### src/rtl/calc_exec_seq_if.sv
// calc_exec_seq_if: operand/operator/strobe bundle from the entry FSM into the
// execution sequencer, plus the held result and status flags returned to the
// display path. The master side drives operands and strobes; the slave side is
// the sequencer.
interface calc_exec_seq_if #(
  parameter int WIDTH = 10
);
  logic                 clear;
  logic                 start;
  logic [WIDTH-1:0]     num1;
  logic                 num1_neg;
  logic [WIDTH-1:0]     num2;
  logic                 num2_neg;
  logic [1:0]           oper;
  logic [2*WIDTH-1:0]   result;
  logic                 result_neg;
  logic                 busy;
  logic                 done;
  logic                 error;

  modport master (
    output clear, start, num1, num1_neg, num2, num2_neg, oper,
    input  result, result_neg, busy, done, error
  );

  modport slave (
    input  clear, start, num1, num1_neg, num2, num2_neg, oper,
    output result, result_neg, busy, done, error
  );
endinterface

### src/rtl/calc_exec_seq.sv
// calc_exec_seq: execution sequencer for the calculator datapath.
// Sign-magnitude add/sub in one cycle, shift-add multiply and restoring divide
// one bit per cycle (WIDTH cycles each). Result and sign are held until the
// next accepted start, a clear or a reset. Divide-by-zero and unsupported
// operators end in ERR, which raises a sticky error flag.
// Build option: define CALC_DIV_EN to compile in the divider; without it
// oper 11 always ends in ERR.
// ERR spans two cycles (arm, then report) so that error completion lines up
// with add/sub completion: done/error rise two edges after LOAD is entered.
module calc_exec_seq #(
  parameter int WIDTH = 10
) (
  input  logic           clock,
  input  logic           reset,
  calc_exec_seq_if.slave bus
);

  localparam int RW = 2 * WIDTH;
  localparam int CW = $clog2(WIDTH + 1);
  localparam logic [CW-1:0] LAST_BIT = CW'(WIDTH - 1);

  typedef enum logic [2:0] {
    S_IDLE,
    S_LOAD,
    S_ADDSUB,
    S_MUL,
    S_DIV,
    S_DONE,
    S_ERR
  } state_t;

  state_t           state_q, state_d;
  logic [RW-1:0]    a_q, a_d;          // num1: multiplicand (shifts left) / dividend-quotient
  logic [WIDTH-1:0] b_q, b_d;          // num2: multiplier (shifts right) / divisor
  logic [RW-1:0]    acc_q, acc_d;      // product accumulator
  logic [CW-1:0]    cnt_q, cnt_d;      // iteration counter, also ERR phase
  logic             s1_q, s1_d;        // num1 sign
  logic             s2_q, s2_d;        // effective num2 sign (inverted for sub)
  logic [RW-1:0]    result_q, result_d;
  logic             result_neg_q, result_neg_d;
  logic             error_q, error_d;

  logic [RW-1:0]    mag_a;
  logic [RW-1:0]    mag_b;
  logic [RW-1:0]    as_mag;
  logic             as_neg;
  logic [RW-1:0]    mul_sum;

`ifdef CALC_DIV_EN
  logic [WIDTH-1:0] rem_q, rem_d;      // partial remainder, always < divisor
  logic [WIDTH:0]   rem_shift;
  logic [WIDTH:0]   trial;
  logic [WIDTH-1:0] quo_next;
`endif

  assign mag_a = {{WIDTH{1'b0}}, a_q[WIDTH-1:0]};
  assign mag_b = {{WIDTH{1'b0}}, b_q};

  // Sign-magnitude add: add on equal signs, else larger minus smaller with the larger's sign
  always_comb begin
    as_mag = '0;
    as_neg = 1'b0;
    if (s1_q == s2_q) begin
      as_mag = mag_a + mag_b;
      as_neg = s1_q;
    end else if (mag_a >= mag_b) begin
      as_mag = mag_a - mag_b;
      as_neg = s1_q;
    end else begin
      as_mag = mag_b - mag_a;
      as_neg = s2_q;
    end
  end

  // One shift-add step: add the multiplicand when the current multiplier bit is set
  always_comb begin
    mul_sum = acc_q + (b_q[0] ? a_q : '0);
  end

`ifdef CALC_DIV_EN
  // One restoring-divide step: bring down the next dividend bit, trial-subtract the divisor
  always_comb begin
    rem_shift = {rem_q, a_q[WIDTH-1]};
    trial     = rem_shift - {1'b0, b_q};
    quo_next  = {a_q[WIDTH-2:0], ~trial[WIDTH]};
  end
`endif

  // Next-state and datapath update; clear overrides everything at the end
  always_comb begin
    state_d      = state_q;
    a_d          = a_q;
    b_d          = b_q;
    acc_d        = acc_q;
    cnt_d        = cnt_q;
    s1_d         = s1_q;
    s2_d         = s2_q;
    result_d     = result_q;
    result_neg_d = result_neg_q;
    error_d      = error_q;
`ifdef CALC_DIV_EN
    rem_d        = rem_q;
`endif

    case (state_q)
      S_IDLE: begin
        if (bus.start) begin
          state_d      = S_LOAD;
          error_d      = 1'b0;
          result_d     = '0;
          result_neg_d = 1'b0;
        end
      end

      S_LOAD: begin
        a_d   = {{WIDTH{1'b0}}, bus.num1};
        b_d   = bus.num2;
        s1_d  = bus.num1_neg;
        s2_d  = bus.num2_neg ^ (bus.oper == 2'b01);
        acc_d = '0;
        cnt_d = '0;
`ifdef CALC_DIV_EN
        rem_d = '0;
`endif
        case (bus.oper)
          2'b00, 2'b01: state_d = S_ADDSUB;
          2'b10:        state_d = S_MUL;
          default: begin
`ifdef CALC_DIV_EN
            state_d = (bus.num2 != '0) ? S_DIV : S_ERR;
`else
            state_d = S_ERR;
`endif
          end
        endcase
      end

      S_ADDSUB: begin
        result_d     = as_mag;
        result_neg_d = as_neg & (as_mag != '0);
        state_d      = S_DONE;
      end

      S_MUL: begin
        acc_d = mul_sum;
        a_d   = a_q << 1;
        b_d   = b_q >> 1;
        cnt_d = cnt_q + 1'b1;
        if (cnt_q == LAST_BIT) begin
          result_d     = mul_sum;
          result_neg_d = (s1_q ^ s2_q) & (mul_sum != '0);
          cnt_d        = '0;
          state_d      = S_DONE;
        end
      end

`ifdef CALC_DIV_EN
      S_DIV: begin
        rem_d = trial[WIDTH] ? rem_shift[WIDTH-1:0] : trial[WIDTH-1:0];
        a_d   = {{WIDTH{1'b0}}, quo_next};
        cnt_d = cnt_q + 1'b1;
        if (cnt_q == LAST_BIT) begin
          result_d     = {{WIDTH{1'b0}}, quo_next};
          result_neg_d = (s1_q ^ s2_q) & (quo_next != '0);
          cnt_d        = '0;
          state_d      = S_DONE;
        end
      end
`endif

      S_DONE: begin
        state_d = S_IDLE;
      end

      S_ERR: begin
        if (cnt_q == '0) begin
          cnt_d        = CW'(1);
          error_d      = 1'b1;
          result_d     = '0;
          result_neg_d = 1'b0;
        end else begin
          cnt_d   = '0;
          state_d = S_IDLE;
        end
      end

      default: begin
        state_d = S_IDLE;
      end
    endcase

    if (bus.clear) begin
      state_d      = S_IDLE;
      result_d     = '0;
      result_neg_d = 1'b0;
      error_d      = 1'b0;
      cnt_d        = '0;
    end
  end

  // State and datapath registers with asynchronous reset
  always_ff @(posedge clock or posedge reset) begin
    if (reset) begin
      state_q      <= S_IDLE;
      a_q          <= '0;
      b_q          <= '0;
      acc_q        <= '0;
      cnt_q        <= '0;
      s1_q         <= 1'b0;
      s2_q         <= 1'b0;
      result_q     <= '0;
      result_neg_q <= 1'b0;
      error_q      <= 1'b0;
`ifdef CALC_DIV_EN
      rem_q        <= '0;
`endif
    end else begin
      state_q      <= state_d;
      a_q          <= a_d;
      b_q          <= b_d;
      acc_q        <= acc_d;
      cnt_q        <= cnt_d;
      s1_q         <= s1_d;
      s2_q         <= s2_d;
      result_q     <= result_d;
      result_neg_q <= result_neg_d;
      error_q      <= error_d;
`ifdef CALC_DIV_EN
      rem_q        <= rem_d;
`endif
    end
  end

  assign bus.result     = result_q;
  assign bus.result_neg = result_neg_q;
  assign bus.error      = error_q;
  assign bus.busy       = (state_q == S_LOAD) || (state_q == S_ADDSUB) ||
                          (state_q == S_MUL)  || (state_q == S_DIV);
  assign bus.done       = (state_q == S_DONE) || ((state_q == S_ERR) && (cnt_q != '0));

endmodule

### src/flat_wrapper.sv
// flat-port wrapper written by rule: the top's interface ports become plain ports
module calc_exec_seq_flat 
#(
  parameter int WIDTH = 10
)
  (clock, reset, bus_clear, bus_start, bus_num1, bus_num1_neg, bus_num2, bus_num2_neg, bus_oper, bus_result, bus_result_neg, bus_busy, bus_done, bus_error);
  calc_exec_seq_if #(.WIDTH(WIDTH)) bus_i ();
  input  logic clock;
  input  logic reset;
  input wire logic [$bits(bus_i.clear)-1:0] bus_clear;
  input wire logic [$bits(bus_i.start)-1:0] bus_start;
  input wire logic [$bits(bus_i.num1)-1:0] bus_num1;
  input wire logic [$bits(bus_i.num1_neg)-1:0] bus_num1_neg;
  input wire logic [$bits(bus_i.num2)-1:0] bus_num2;
  input wire logic [$bits(bus_i.num2_neg)-1:0] bus_num2_neg;
  input wire logic [$bits(bus_i.oper)-1:0] bus_oper;
  output wire logic [$bits(bus_i.result)-1:0] bus_result;
  output wire logic [$bits(bus_i.result_neg)-1:0] bus_result_neg;
  output wire logic [$bits(bus_i.busy)-1:0] bus_busy;
  output wire logic [$bits(bus_i.done)-1:0] bus_done;
  output wire logic [$bits(bus_i.error)-1:0] bus_error;
  assign bus_i.clear = bus_clear;
  assign bus_i.start = bus_start;
  assign bus_i.num1 = bus_num1;
  assign bus_i.num1_neg = bus_num1_neg;
  assign bus_i.num2 = bus_num2;
  assign bus_i.num2_neg = bus_num2_neg;
  assign bus_i.oper = bus_oper;
  assign bus_result = bus_i.result;
  assign bus_result_neg = bus_i.result_neg;
  assign bus_busy = bus_i.busy;
  assign bus_done = bus_i.done;
  assign bus_error = bus_i.error;
  calc_exec_seq #(.WIDTH(WIDTH)) u_core (.clock(clock), .reset(reset), .bus(bus_i));
endmodule
### config.mk
export PLATFORM = sky130hd
export DESIGN_NAME = calc_exec_seq_flat
export DESIGN_NICKNAME = d
export VERILOG_FILES = /design/src/rtl/calc_exec_seq_if.sv /design/src/rtl/calc_exec_seq.sv /design/src/flat_wrapper.sv
export SDC_FILE = /design/constraint.sdc
export NUM_CORES = 1
export LEC_CHECK = 0
export CORE_MARGIN = 2
export CORE_UTILIZATION = 25
export CTS_CLUSTER_SIZE = 10
export DETAILED_ROUTE_END_ITERATION = 8
export PLACE_DENSITY = 0.44
export SLEW_MARGIN = 20
export SYNTH_ARGS = -nofsm -noshare
export SYNTH_HDL_FRONTEND = slang
export SYNTH_SLANG_ARGS = --single-unit
### constraint.sdc
create_clock -name clock -period 3.9 [get_ports clock]
set_input_delay 0.585 -clock clock [delete_from_list [all_inputs] [get_ports clock]]
set_output_delay 0.585 -clock clock [all_outputs]
set_load 0.03 [all_outputs]
-- Word level (Yosys, flattened, before mapping)
Index checks and enable logic that the tools add are counted.
- bits in registers: 81
- output and inout port bits: 24
- logic and storage cells: 84
- $add $sub $neg: 5
- $lt $le $gt $ge: 1
- eq/ne operators: 14
- multiplexer cells: 31
- bitwise logic cells: 4
- reductions and logical operators: 19
- operators by type and width (operator ; count):
    20-bit two-way mux ; 7
    20-bit case mux with 2 select lines ; 2
    20-bit case mux with 4 select lines ; 1
    20-bit nonzero test ; 2
    10-bit by 10-bit subtractor with 11-bit output ; 2
    20-bit adder ; 1
    10-bit case mux with 2 select lines ; 1
    3-bit case mux with 5 select lines ; 1
    3-bit two-way mux ; 4
    4-bit case mux with 3 select lines ; 1
    10-bit by 10-bit adder with 11-bit output ; 1
    10-bit greater-or-equal comparator ; 1
    3-bit equality test (second input constant) ; 3
    1-bit two-way mux ; 9
    4-bit two-way mux ; 2
    4-bit nonzero test ; 2
    3-bit by 2-bit equality test with 1-bit output (second input constant) ; 2
    3-bit by 2-bit != test with 1-bit output (second input constant) ; 2
    3-bit != test (second input constant) ; 2
    3-bit case mux with 2 select lines ; 1
    3-bit AND reduction ; 2
    5-bit nonzero test ; 1
    4-bit by 1-bit adder with 4-bit output (second input constant) ; 1
    4-bit equality test (second input constant) ; 1
    other kinds (17) ; 22

-- Longest topological paths before layout
Gate-level depths: netlist of run 1.
- depth after elaboration: 7
- gate-level depth with buffers: 16
- depth with buffers taken out: 13

-- Worst setup path before layout of run 1
OpenSTA, ideal clock, no wires.
- kind: reg-to-reg
- start: register u_core.b_q[0]
- end: register u_core.result_neg_q (netlist: u_core.bus.result_neg)
- library setup time: 133 ps
- arrival: 3235 ps
- required time: 3767 ps
- setup slack: 532 ps
- cell stages (with the launch flop): 15
- period minus slack after synthesis: 3368 ps
- cell sequence: dfrtp_1 -> clkbuf_1 -> inv_1 -> clkbuf_1 -> nor2_1 -> fa_1 -> a21oi_1 -> o21bai_1 -> xor2_1 -> or3_1 -> or4_1 -> nor4_2 -> nand4_1 -> nor4_2 -> o22ai_1
- longest elaborated chain between the ends: 7
- elaborated cells between the ends (all ways): 17
- classes of those cells: 4 x add/sub; 1 x order compare; 8 x mux; 2 x bitwise; 2 x reduce/logical
- ends and longest elaborated chain (element ; RTL line ; text):
    from (decl) ; calc_exec_seq.sv:34 ; logic [WIDTH-1:0] b_q, b_d;
    from (signal assigned) ; calc_exec_seq.sv:206 ; b_q <= '0;
    from (signal assigned) ; calc_exec_seq.sv:220 ; b_q <= b_d;
    20-bit two-way mux (tied with other cells) ; calc_exec_seq.sv:77 ; mul_sum = acc_q + (b_q[0] ? a_q : '0);
    20-bit adder or 20-bit two-way mux (tied branches) ; calc_exec_seq.sv:77, calc_exec_seq.sv:66 ;
    20-bit nonzero test or 20-bit two-way mux (tied branches) ; calc_exec_seq.sv:151, calc_exec_seq.sv:63 ;
    1-bit bitwise AND or 20-bit nonzero test (tied branches) ; calc_exec_seq.sv:151, calc_exec_seq.sv:140 ;
    1-bit two-way mux or 1-bit bitwise AND (tied branches) ; calc_exec_seq.sv:149, calc_exec_seq.sv:140 ;
    1-bit case mux with 4 select lines * ; calc_exec_seq.sv:105 ; case (state_q)
    1-bit two-way mux * ; calc_exec_seq.sv:192 ; if (bus.clear) begin
    to (signal assigned) ; calc_exec_seq.sv:226 ; result_neg_q <= result_neg_d;
    to (decl) ; calc_exec_seq.sv:40 ; logic result_neg_q, result_neg_d;
Every way passes the cells marked *; elsewhere a longest branch is shown, timed or not. The select of a mux whose other input is x is not followed.
A chain may end at the register's enable or synchronous reset.

-- Worst setup path in the final report of run 1
Ends and elaborated chain as after synthesis.

==> impl_results.md, run 1 <==
- Status: completed
- Average size of a mapped cell: around 8.4 µm²
- Share of cells above drive strength 1: under 10%
- Global-route wire length before repair: ~31 mm
- Post-cts gate resize count: 0
- Final hold vios: 0
- ANT nets after route: 0
- Crit start category: flip-flop
- Diode count: 0
- Measured slew at the worst slew-check pin: slightly above 0.8 ns
- Chip width: ~160 µm
- R2R Path Start: u_core.b_q[0]
- GRT Overall Usage: around 15%
- Clk sinks: 81
- Most common cell after layout, fill and taps aside: dfrtp_1
- Yosys cell types: 69
- Port bufs: 51
- CTS tree: yes
- Final Instance Area: approximately 7400 µm²
- Critical Path Fanout Max: 4
- DR vias: 5,410
- Pre-CTS setup slack: around 0.41 ns
- P per Cell Area: about 640 nW/µm²
- Max Slew Vio Count: 0
- Leak: about 3.4 nW
- Drt via density: between 4 and 5
- Drt wl/cell: ~17 µm
- Period minus WS final: around 3.5 ns
- Reg clk slew, reported paths: around 0.060 ns
- Vias in the first global route: roughly 5,600
- Routed WL: approximately 19 mm
- Arrival @ worst endpoint: around 3.7 ns
- CTS Buf Count: 9
- Sequential share of the synthesized area: 33.4%
- Clock tree buffer depth: 2
- Routability cong.: 0.844
- Net Count, Synth: approximately 800
- Initial Util: between 20% and 30%
- Post-synthesis async set-or-reset flop share: 100%
- Area delta synth->final: 21.3%
- Syn. warnings: 0
- Largest net degree at the start of global routing: 71
- Placed inst area: between 7000 and 8000 µm²
- Peak VDD IR: ~230 µV
- Peak Freq: between 200 and 300 MHz
- Worst-skew pair later-pin latency: between 0.3 and 0.4 ns
- Post-synth top flop: dfrtp_1
- # DRC: 0
- Register-to-Register Path Depth: 12
- Worst Skew: roughly 0.006 ns
- CTS Root Cell: clkbuf_16
- Slew HR: between 40% and 50%
- Initial antenna violation count: 0
- R2R setup slack: 0.40 ns
- Flops & latches, synth: approximately 80
- Fin util: a little under a third
- Count of final setup violators: 0
- Worst r2r dst: u_core.bus.result_neg
- Critical path class: flip-flop to flip-flop
- IO Count: between 50 and 60
- Layout Cells excl Fill: ~1,100
- Layout Nets: about 850
- Final setup margin: about 0.40 ns
- H-tree Lvls: 3
- Die Area: 25,500 µm²
- Core Footprint: between 20,000 and 25,000 µm²
- Inst Count DP: between 1,000 and 1,500
- RSZ-0062 raised after global routing: false
- Critical Path End: u_core.bus.result_neg
- Final TNS setup: 0 ns
- Critical path endpoint category: flip-flop
- Number of synthesized flops with an enable pin: 0
- Cells after Synth: about 720
- CP Launch Point: u_core.b_q[0]
- Most frequent cells in the layout: dfrtp_1 (81), nand2_1 (66), a21oi_1 (66)
- Cts hold-fix bufs: 0
- Hold WC Path Type: flip-flop to flip-flop
- Mapped Area: about 6100 µm²
- Worst EP required: 4.13 ns
- Final worst path period share: roughly nine tenths
- Die Ht: 160 µm
- GRT overflow: 0
- # Post-CTS Setup Buffers: 0
- Max-Cap Viols: 0
- # rows: between 50 and 60
- DR pass1 iterations: 5
- Placed wire-length estimate: 14.1 mm
- Starting DRT DRC Count: between 200 and 300
per-stage QoR:
| step | total power, W | hold slack [ns] |
|---|---|---|
| floorplan | 0.00287 | 0.452 |
| global placement | 0.00378 | 0.457 |
| detailed placement | 0.00375 | 0.459 |
| CTS | 0.00471 | 0.473 |
| global route | 0.00508 | 0.504 |
| finish | 0.00469 | 0.464 |
synthesized netlist by cell type (3+ instances only):
| cell type | number | area share [%] |
|---|---|---|
| and3_1 | 7 | 0.72 |
| and2_1 | 16 | 1.7 |
| xor2_1 | 9 | 1.3 |
| inv_1 | 45 | 2.8 |
| nor3_1 | 13 | 1.1 |
| mux2i_1 | 3 | 0.50 |
| a211oi_1 | 21 | 2.6 |
| a21oi_1 | 66 | 5.5 |
| o211a_1 | 4 | 0.66 |
| buf_2 | 5 | 0.41 |
| nand2b_1 | 4 | 0.41 |
| o211ai_1 | 6 | 0.74 |
| o41ai_1 | 3 | 0.43 |
| nor3b_1 | 3 | 0.37 |
| xnor2_1 | 14 | 2.0 |
| o31a_1 | 3 | 0.43 |
| fa_1 | 4 | 1.3 |
| o21a_1 | 7 | 0.87 |
| a31oi_1 | 5 | 0.52 |
| or3_1 | 10 | 1.0 |
| nand4_1 | 8 | 0.83 |
| o21bai_1 | 4 | 0.50 |
| nor2_1 | 64 | 4.0 |
| nand3_1 | 17 | 1.4 |
| nand2_1 | 66 | 4.1 |
| a21o_1 | 18 | 2.2 |
| ha_1 | 52 | 11 |
| clkbuf_1 | 28 | 1.7 |
| o2111ai_1 | 4 | 0.58 |
| o22ai_1 | 5 | 0.52 |
| nor2b_1 | 8 | 0.83 |
| dfrtp_1 | 81 | 33 |
| a22o_1 | 22 | 3.2 |
| o21ai_0 | 40 | 3.3 |
| nor4_1 | 4 | 0.41 |
flip-flops by register name, summed over array words and instances (netlist names), 3 cells and up:
signal,cells
u_core.a_q,20
u_core.acc_q,20
u_core.b_q,10
u_core.bus.result,20
u_core.cnt_q,4
u_core.state_q,3
logic make-up (layout without fill, tap and decap cells):
logic type | after synthesis | count (layout) | synth area share [%]
xor gates and xnor gates | 23 | 23 | 3.32
DFF | 81 | 81 | 33.4
muxes | 4 | 4 | 0.681
adders and majority gates | 56 | 56 | 12.1
and+or+nand+nor | 233 | 233 | 18.6
AOI/OAI and AO/OA | 240 | 240 | 26.7
buffers and inverters | 81 | 135 | 5.18
metal layers:
layer  global-route usage (%)  up-vias  wire length, µm
met4                     5.66        0              419
li1                         -     2696                -
met2                     21.9      103             7780
met5                        0        -                0
met1                     22.6     2590             9780
met3                     2.18       21              622
area by class of cell:
type,count,area [µm²]
flip-flops and latches,81,2030
repair buffers,75,703
clock buffers,10,229
inverters,45,170
multi-input cells,556,3740
clock inverters,5,81.3
fillers,2533,16300
well taps,319,399
critical path: stages, from the launching register on:
cell      delay [ns]
dfrtp_1         0.41
ha_1            0.26
ha_1            0.22
fa_1            0.40
a21oi_1         0.29
o21bai_1        0.12
xor2_1          0.16
or3_1           0.37
or4_1           0.42
nor4_2          0.22
nand4_1         0.15
nor4_2          0.25
o22ai_1         0.11
worst min path at each step:
stage	from	end	slack, ns	depth (start not counted)
2_1_floorplan	u_core.acc_q[5]	u_core.acc_q[5]	0.45	2
6_report	u_core.bus.result[16]	u_core.bus.result[16]	0.46	2
3_3_place_gp	u_core.bus.result[16]	u_core.bus.result[16]	0.46	2
4_1_cts	u_core.bus.result[16]	u_core.bus.result[16]	0.47	2
5_1_grt	u_core.bus.result[11]	u_core.bus.result[11]	0.50	1
3_5_place_dp	u_core.bus.result[16]	u_core.bus.result[16]	0.46	2
report_power, final:
part / switching, W / internal (W) / leakage (nW)
Clock: 0.000370 / 0.000558 / 0.149
Sequential: 0.000117 / 0.000943 / 1.09
Combinational: 0.00164 / 0.00107 / 2.13
Total: 0.00212 / 0.00257 / 3.37
(Power assumes the default switching activity.)
==> inputs of run 2 (changes only) <==
HOLD_SLACK_MARGIN = 0.1   (was not set)
PLACE_DENSITY = not set   (was 0.44)
==> impl_results.md, run 2 (synthesized netlist as in run 1, its figures left out) <==
- Worst EP required: 4.12 ns (about the same)
- Layout Nets: 841 (-1.3%)
- Placed wire-length estimate: 13.1 mm (-6.9%)
- Worst-skew pair later-pin latency: 0.35 ns (about the same)
- Hold WC Path Type: flip-flop to flip-flop
- Chip width: 160 µm (unchanged)
- Most frequent cells in the layout: dfrtp_1 (81), nand2_1 (66), a21oi_1 (65)
- Count of final setup violators: 0 (unchanged)
- ANT nets after route: 0 (unchanged)
- Routed WL: 17.4 mm (-6.3%)
- Core Footprint: 23,600 µm² (unchanged)
- Peak VDD IR: 244 µV (+7.3%)
- CTS Root Cell: clkbuf_16
- Initial antenna violation count: 0 (unchanged)
- CTS Buf Count: 9 (unchanged)
- Largest net degree at the start of global routing: 71 (unchanged)
- Critical path class: flip-flop to flip-flop
- Critical Path Fanout Max: 7 (+3)
- Starting DRT DRC Count: 471 (+80%)
- # rows: 56 (unchanged)
- Measured slew at the worst slew-check pin: 0.728 ns (-0.0972 ns)
- Final TNS setup: 0 ns (unchanged)
- Peak Freq: 273 MHz (-4.2%)
- DR vias: 5,493 (+1.5%)
- CTS tree: yes
- Port bufs: 51 (unchanged)
- Final setup margin: 0.242 ns (-0.155 ns)
- Drt wl/cell: 16.1 µm (-5.4%)
- DR pass1 iterations: 5 (unchanged)
- Pre-CTS setup slack: 0.284 ns (-0.124 ns)
- Cts hold-fix bufs: 0 (unchanged)
- Initial Util: 25.7% (unchanged)
- IO Count: 52 (unchanged)
- Die Area: 25,500 µm² (unchanged)
- Critical path endpoint category: flip-flop
- Crit start category: flip-flop
- GRT overflow: 0 (unchanged)
- Global-route wire length before repair: 28.8 mm (-7.3%)
- Clk sinks: 81 (unchanged)
- Clock tree buffer depth: 2 (unchanged)
- Final hold vios: 0 (unchanged)
- Diode count: 0 (unchanged)
- Worst Skew: 0.00704 ns (+0.00107 ns)
- Drt via density: 5.08 (+2.5%)
- Period minus WS final: 3.66 ns (+0.155 ns)
- RSZ-0062 raised after global routing: false
- Most common cell after layout, fill and taps aside: dfrtp_1
- Reg clk slew, reported paths: 0.06 ns (about the same)
- Fill count: 2,462 (-2.8%)
- Routability cong.: 0.888 (+5.2%)
- Slew HR: 51.5% (+6.5 points)
- GRT Overall Usage: 13.9% (-1.3 points)
- Max Slew Vio Count: 0 (unchanged)
- R2R setup slack: 0.24 ns (-0.15 ns)
- H-tree Lvls: 3 (unchanged)
- Post-cts gate resize count: 0 (unchanged)
- Leak: 3.32 nW (-1.5%)
- # Post-CTS Setup Buffers: 0 (unchanged)
- Status: completed
- Share of cells above drive strength 1: 6.43% (-0.95 points)
- Max-Cap Viols: 0 (unchanged)
- Area delta synth->final: 20.0%
- Die Ht: 160 µm (unchanged)
- Arrival @ worst endpoint: 3.88 ns (+0.15 ns)
- Final worst path period share: 93.8% (+4.0 points)
- Vias in the first global route: 5,393 (-3.0%)
- # DRC: 0 (unchanged)
- P per Cell Area: 622 nW/µm² (-2.6%)
[run 2: layout make-up]
class                           instances  area [µm²]  area share (%)
Tap cell                              319         399            5.49
Timing Repair Buffer                   64         621            8.53
Clock inverter                          5        61.3           0.843
Inverter                               45         174            2.39
Sequential cell                        81        2030            27.9
Multi-Input combinational cell        556        3740            51.4
Clock buffer                           11         253            3.47
[run 2: metal layers]
| layer | global-route usage, % | routed length [µm] |
|---|---|---|
| met2 | 20.9 | 7600 |
| met5 | 0 | 0 |
| met3 | 2.34 | 913 |
| met4 | 5.12 | 286 |
| met1 | 19.9 | 8640 |
[run 2: through the flow]
step           hold slack (ns)  utilization (%)  total power [W]  instance area [µm²]  instances
4_1_cts                  0.482             30.8          0.00449                 7270       1081
3_3_place_gp             0.466             29.4          0.00356                 6950       1065
6_report                 0.473             30.8          0.00452                 7270       1081
5_1_grt                  0.509             30.8          0.00484                 7270       1081
2_1_floorplan            0.452                -          0.00287                 6060        718
3_5_place_dp             0.468             29.4          0.00357                 6950       1065
[run 2: worst paths after layout]
path	startpoint	to	cells after the start
min in group asynchronous	reset	u_core.bus.result[15]	2
worst max-delay path	u_core.b_q[0]	u_core.bus.result_neg	12
worst min register to register	u_core.bus.result[16]	u_core.bus.result[16]	2
worst min-delay path	u_core.bus.result[16]	u_core.bus.result[16]	2
max in group asynchronous	reset	u_core.b_q[3]	3
worst max register to register	u_core.b_q[0]	u_core.bus.result_neg	12
[run 2: where the power goes]
| part | switching [W] | internal (W) | total [W] |
|---|---|---|---|
| combinational | 0.00160 | 0.000963 | 0.00256 |
| sequential | 0.000119 | 0.000943 | 0.00106 |
| clock | 0.000364 | 0.000536 | 0.000900 |
[run 2: critical path, cell delays in order (launching register included)]
cell and delay (ns):
dfrtp_1 0.48, ha_1 0.29, ha_1 0.22, fa_1 0.42, a21oi_2 0.22, o21bai_1 0.10
xor2_1 0.16, or3_1 0.38, or4_1 0.44, nor4_2 0.24, nand4_1 0.14, nor4_2 0.31
o22ai_1 0.14
==> inputs of run 3 (changes only) <==
CORE_UTILIZATION = 59   (was 25)
PLACE_DENSITY = 0.81   (was not set)
==> impl_results.md, run 3 (synthesized netlist as in run 1, its figures left out) <==
- Hold WC Path Type: flip-flop to flip-flop
- Initial antenna violation count: 0 (unchanged)
- Port bufs: 51 (unchanged)
- Arrival @ worst endpoint: 3.82 ns (-0.06 ns)
- # Post-CTS Setup Buffers: 0 (unchanged)
- Clock tree buffer depth: 2 (unchanged)
- Sequential share of power: 25.1% (+1.6 points)
- Drt wl/cell: 19.0 µm (+18%)
- Initial Util: 61.4% (+36 points)
- Starting DRT DRC Count: 491 (+4.2%)
- Routability cong.: 0.960 (+8.1%)
- Fill count: 780 (-68%)
- Core Footprint: 9860 µm² (-58%)
- Min-Delay Path Depth: 2 (unchanged)
- Slowest Stage Delay on Critical Path: 0.50 ns (+0.02 ns)
- # rows: 36 (-36%)
- Switch Pwr: 0.00201 W (-3.5%)
- Hold Crit Start: u_core.acc_q[14]
- P per Cell Area: 616 nW/µm² (-0.83%)
- Final hold vios: 0 (unchanged)
- Cts hold-fix bufs: 0 (unchanged)
- Inst Count DP: 875 (-18%)
- DR vias: 5,666 (+3.1%)
- CTS Root Cell: clkbuf_8
- Placed wire-length estimate: 12.5 mm (-4.5%)
- Die Area: 11,100 µm² (-56%)
- GR met2 Demand/Resource: 47.0% (+26 points)
- Slew HR: 27.6% (-24 points)
- Met1 usage: 45.9% (+26 points)
- IO Count: 52 (unchanged)
- Final TNS setup: 0 ns (unchanged)
- H-tree Lvls: 3 (unchanged)
- Diode count: 0 (unchanged)
- Clock share of power: 16.3% (-3.6 points)
- Critical Path Fanout Max: 13 (+6)
- R2R Path Start: u_core.b_q[0]
- CTS tree: yes
- Peak Freq: 280 MHz (+2.4%)
- ANT nets after route: 0 (unchanged)
- DR pass1 iterations: 5 (unchanged)
- # DRC: 0 (unchanged)
- Status: completed
- Routed WL: 16.9 mm (-3.1%)
- P_int: 0.00224 W (-8.1%)
- Worst-skew pair later-pin latency: 0.37 ns (+0.02 ns)
- CP Launch Point: u_core.b_q[0]
- CTS Buf Count: 9 (unchanged)
- Most frequent cells in the layout: dfrtp_1 (80), nand2_1 (66), a21oi_1 (65)
- Most common cell after layout, fill and taps aside: dfrtp_1
- Max Slew Vio Count: 0 (unchanged)
- Switching portion of total power: 47.2% (+1.2 points)
- R2R setup slack: 0.33 ns (+0.09 ns)
- Layout Cells excl Fill: 891 (-18%)
- Vias in the first global route: 5,343 (-0.93%)
- Critical path class: flip-flop to flip-flop
- Worst EP required: 4.15 ns (+0.03 ns)
- Grt met3 use: 5.81% (+3.5 points)
- Post-cts gate resize count: 0 (unchanged)
- Share of cells above drive strength 1: 5.54% (-0.89 points)
- Die Ht: 105 µm (-34%)
- Critical path's top delay family: simple AND/OR/NAND/NOR gates
- Period minus WS final: 3.57 ns (-0.0863 ns)
- Critical path, cell by cell: ha_1, ha_1, fa_1, xor2_1, or3_1, or3_1, or4_1, nor4_2, nand4_1, nor4_2, o22ai_1
- Crit start category: flip-flop
- Crit-path slowest cell: dfrtp_2
- Placed inst area: 6670 µm² (-4.0%)
- Global-route wire length before repair: 27.6 mm (-4.3%)
- Buffers & Inverters on Critical Path: 0 (unchanged)
- Gr busiest metal: met2
- Gate power share: 58.6% (+2.0 points)
- Drt via density: 6.36 (+25%)
- Hold endpoint: u_core.acc_q[14]
- Clk sinks: 81 (unchanged)
- Worst r2r dst: u_core.bus.result_neg
- Area delta synth->final: 13.8%
- Final Instance Area: 6900 µm² (-5.2%)
- Largest net degree at the start of global routing: 71 (unchanged)
- GRT overflow: 0 (unchanged)
- Worst Skew: 0.0128 ns (+0.00576 ns)
- Measured slew at the worst slew-check pin: 1.08 ns (+0.351 ns)
- Leak: 3.24 nW (-2.5%)
- CP Depth: 11 (-1)
- Layout Nets: 837 (-0.48%)
- Register-to-Register Path Depth: 11 (-1)
- Reg clk slew, reported paths: 0.09 ns (+0.03 ns)
- Max-Cap Viols: 0 (unchanged)
- Chip width: 105 µm (-34%)
- Peak VDD IR: 347 µV (+42%)
- Count of final setup violators: 0 (unchanged)
- Critical path endpoint category: flip-flop
- GRT Overall Usage: 31.2% (+17 points)
- Total power: 0.00425 W (-6.0%)
- RSZ-0062 raised after global routing: false
- Final worst path period share: 91.6% (-2.2 points)
-- run 3: cell types whose count changed in the layout (fill, tap and decap cells not counted), sizes merged --
cell	previous run	this run
clkinvlp	1	2
clkbuf	11	12
clkinv	3	0
buf	13	9
bufinv	1	2
-- run 3: tightest hold or removal path: cells and delay by family, from the launching register on --
kind | cells | cell delay [ns]
AND/OR/NAND/NOR | 2 | 0.10
flip-flops | 1 | 0.36
-- run 3: area by class of cell --
type	instances	area (µm²)	area share, %
clock inverter	4	76.3	1.11
inverter	45	175	2.54
clock buffer	12	135	1.96
tap	133	166	2.41
sequential	81	2030	29.4
timing repair buffer	60	578	8.38
multi-input combinational	556	3740	54.2
-- run 3: worst max path at each step --
stage	slack (ns)	end
floorplan	0.53	u_core.bus.result_neg
global placement	0.43	u_core.bus.result_neg
detailed placement	0.32	u_core.bus.result_neg
CTS	0.29	u_core.bus.result_neg
global route	0.08	u_core.bus.result_neg
finish	0.33	u_core.bus.result_neg
-- run 3: through the flow --
stage	util, %	setup WS [ns]	hold slack [ns]
finish	69.9	0.328	0.491
global route	69.9	0.0785	0.509
CTS	69.8	0.293	0.493
detailed placement	67.7	0.323	0.473
global placement	67.7	0.427	0.459
floorplan	-	0.532	0.452
-- run 3: power by group through the flow --
stage	Combinational, W	Clock (W)	Sequential, W
floorplan	0.00183	0	0.00104
global placement	0.00240	0	0.00107
detailed placement	0.00241	0	0.00108
CTS	0.00243	0.000703	0.00106
global route	0.00272	0.000737	0.00109
finish	0.00249	0.000691	0.00107
-- run 3: metal layers --
layer	vias up	part of all wire (%)
met5	-	0
met4	0	1.6
met3	22	7.5
met2	245	44
met1	2723	47
li1	2676	-
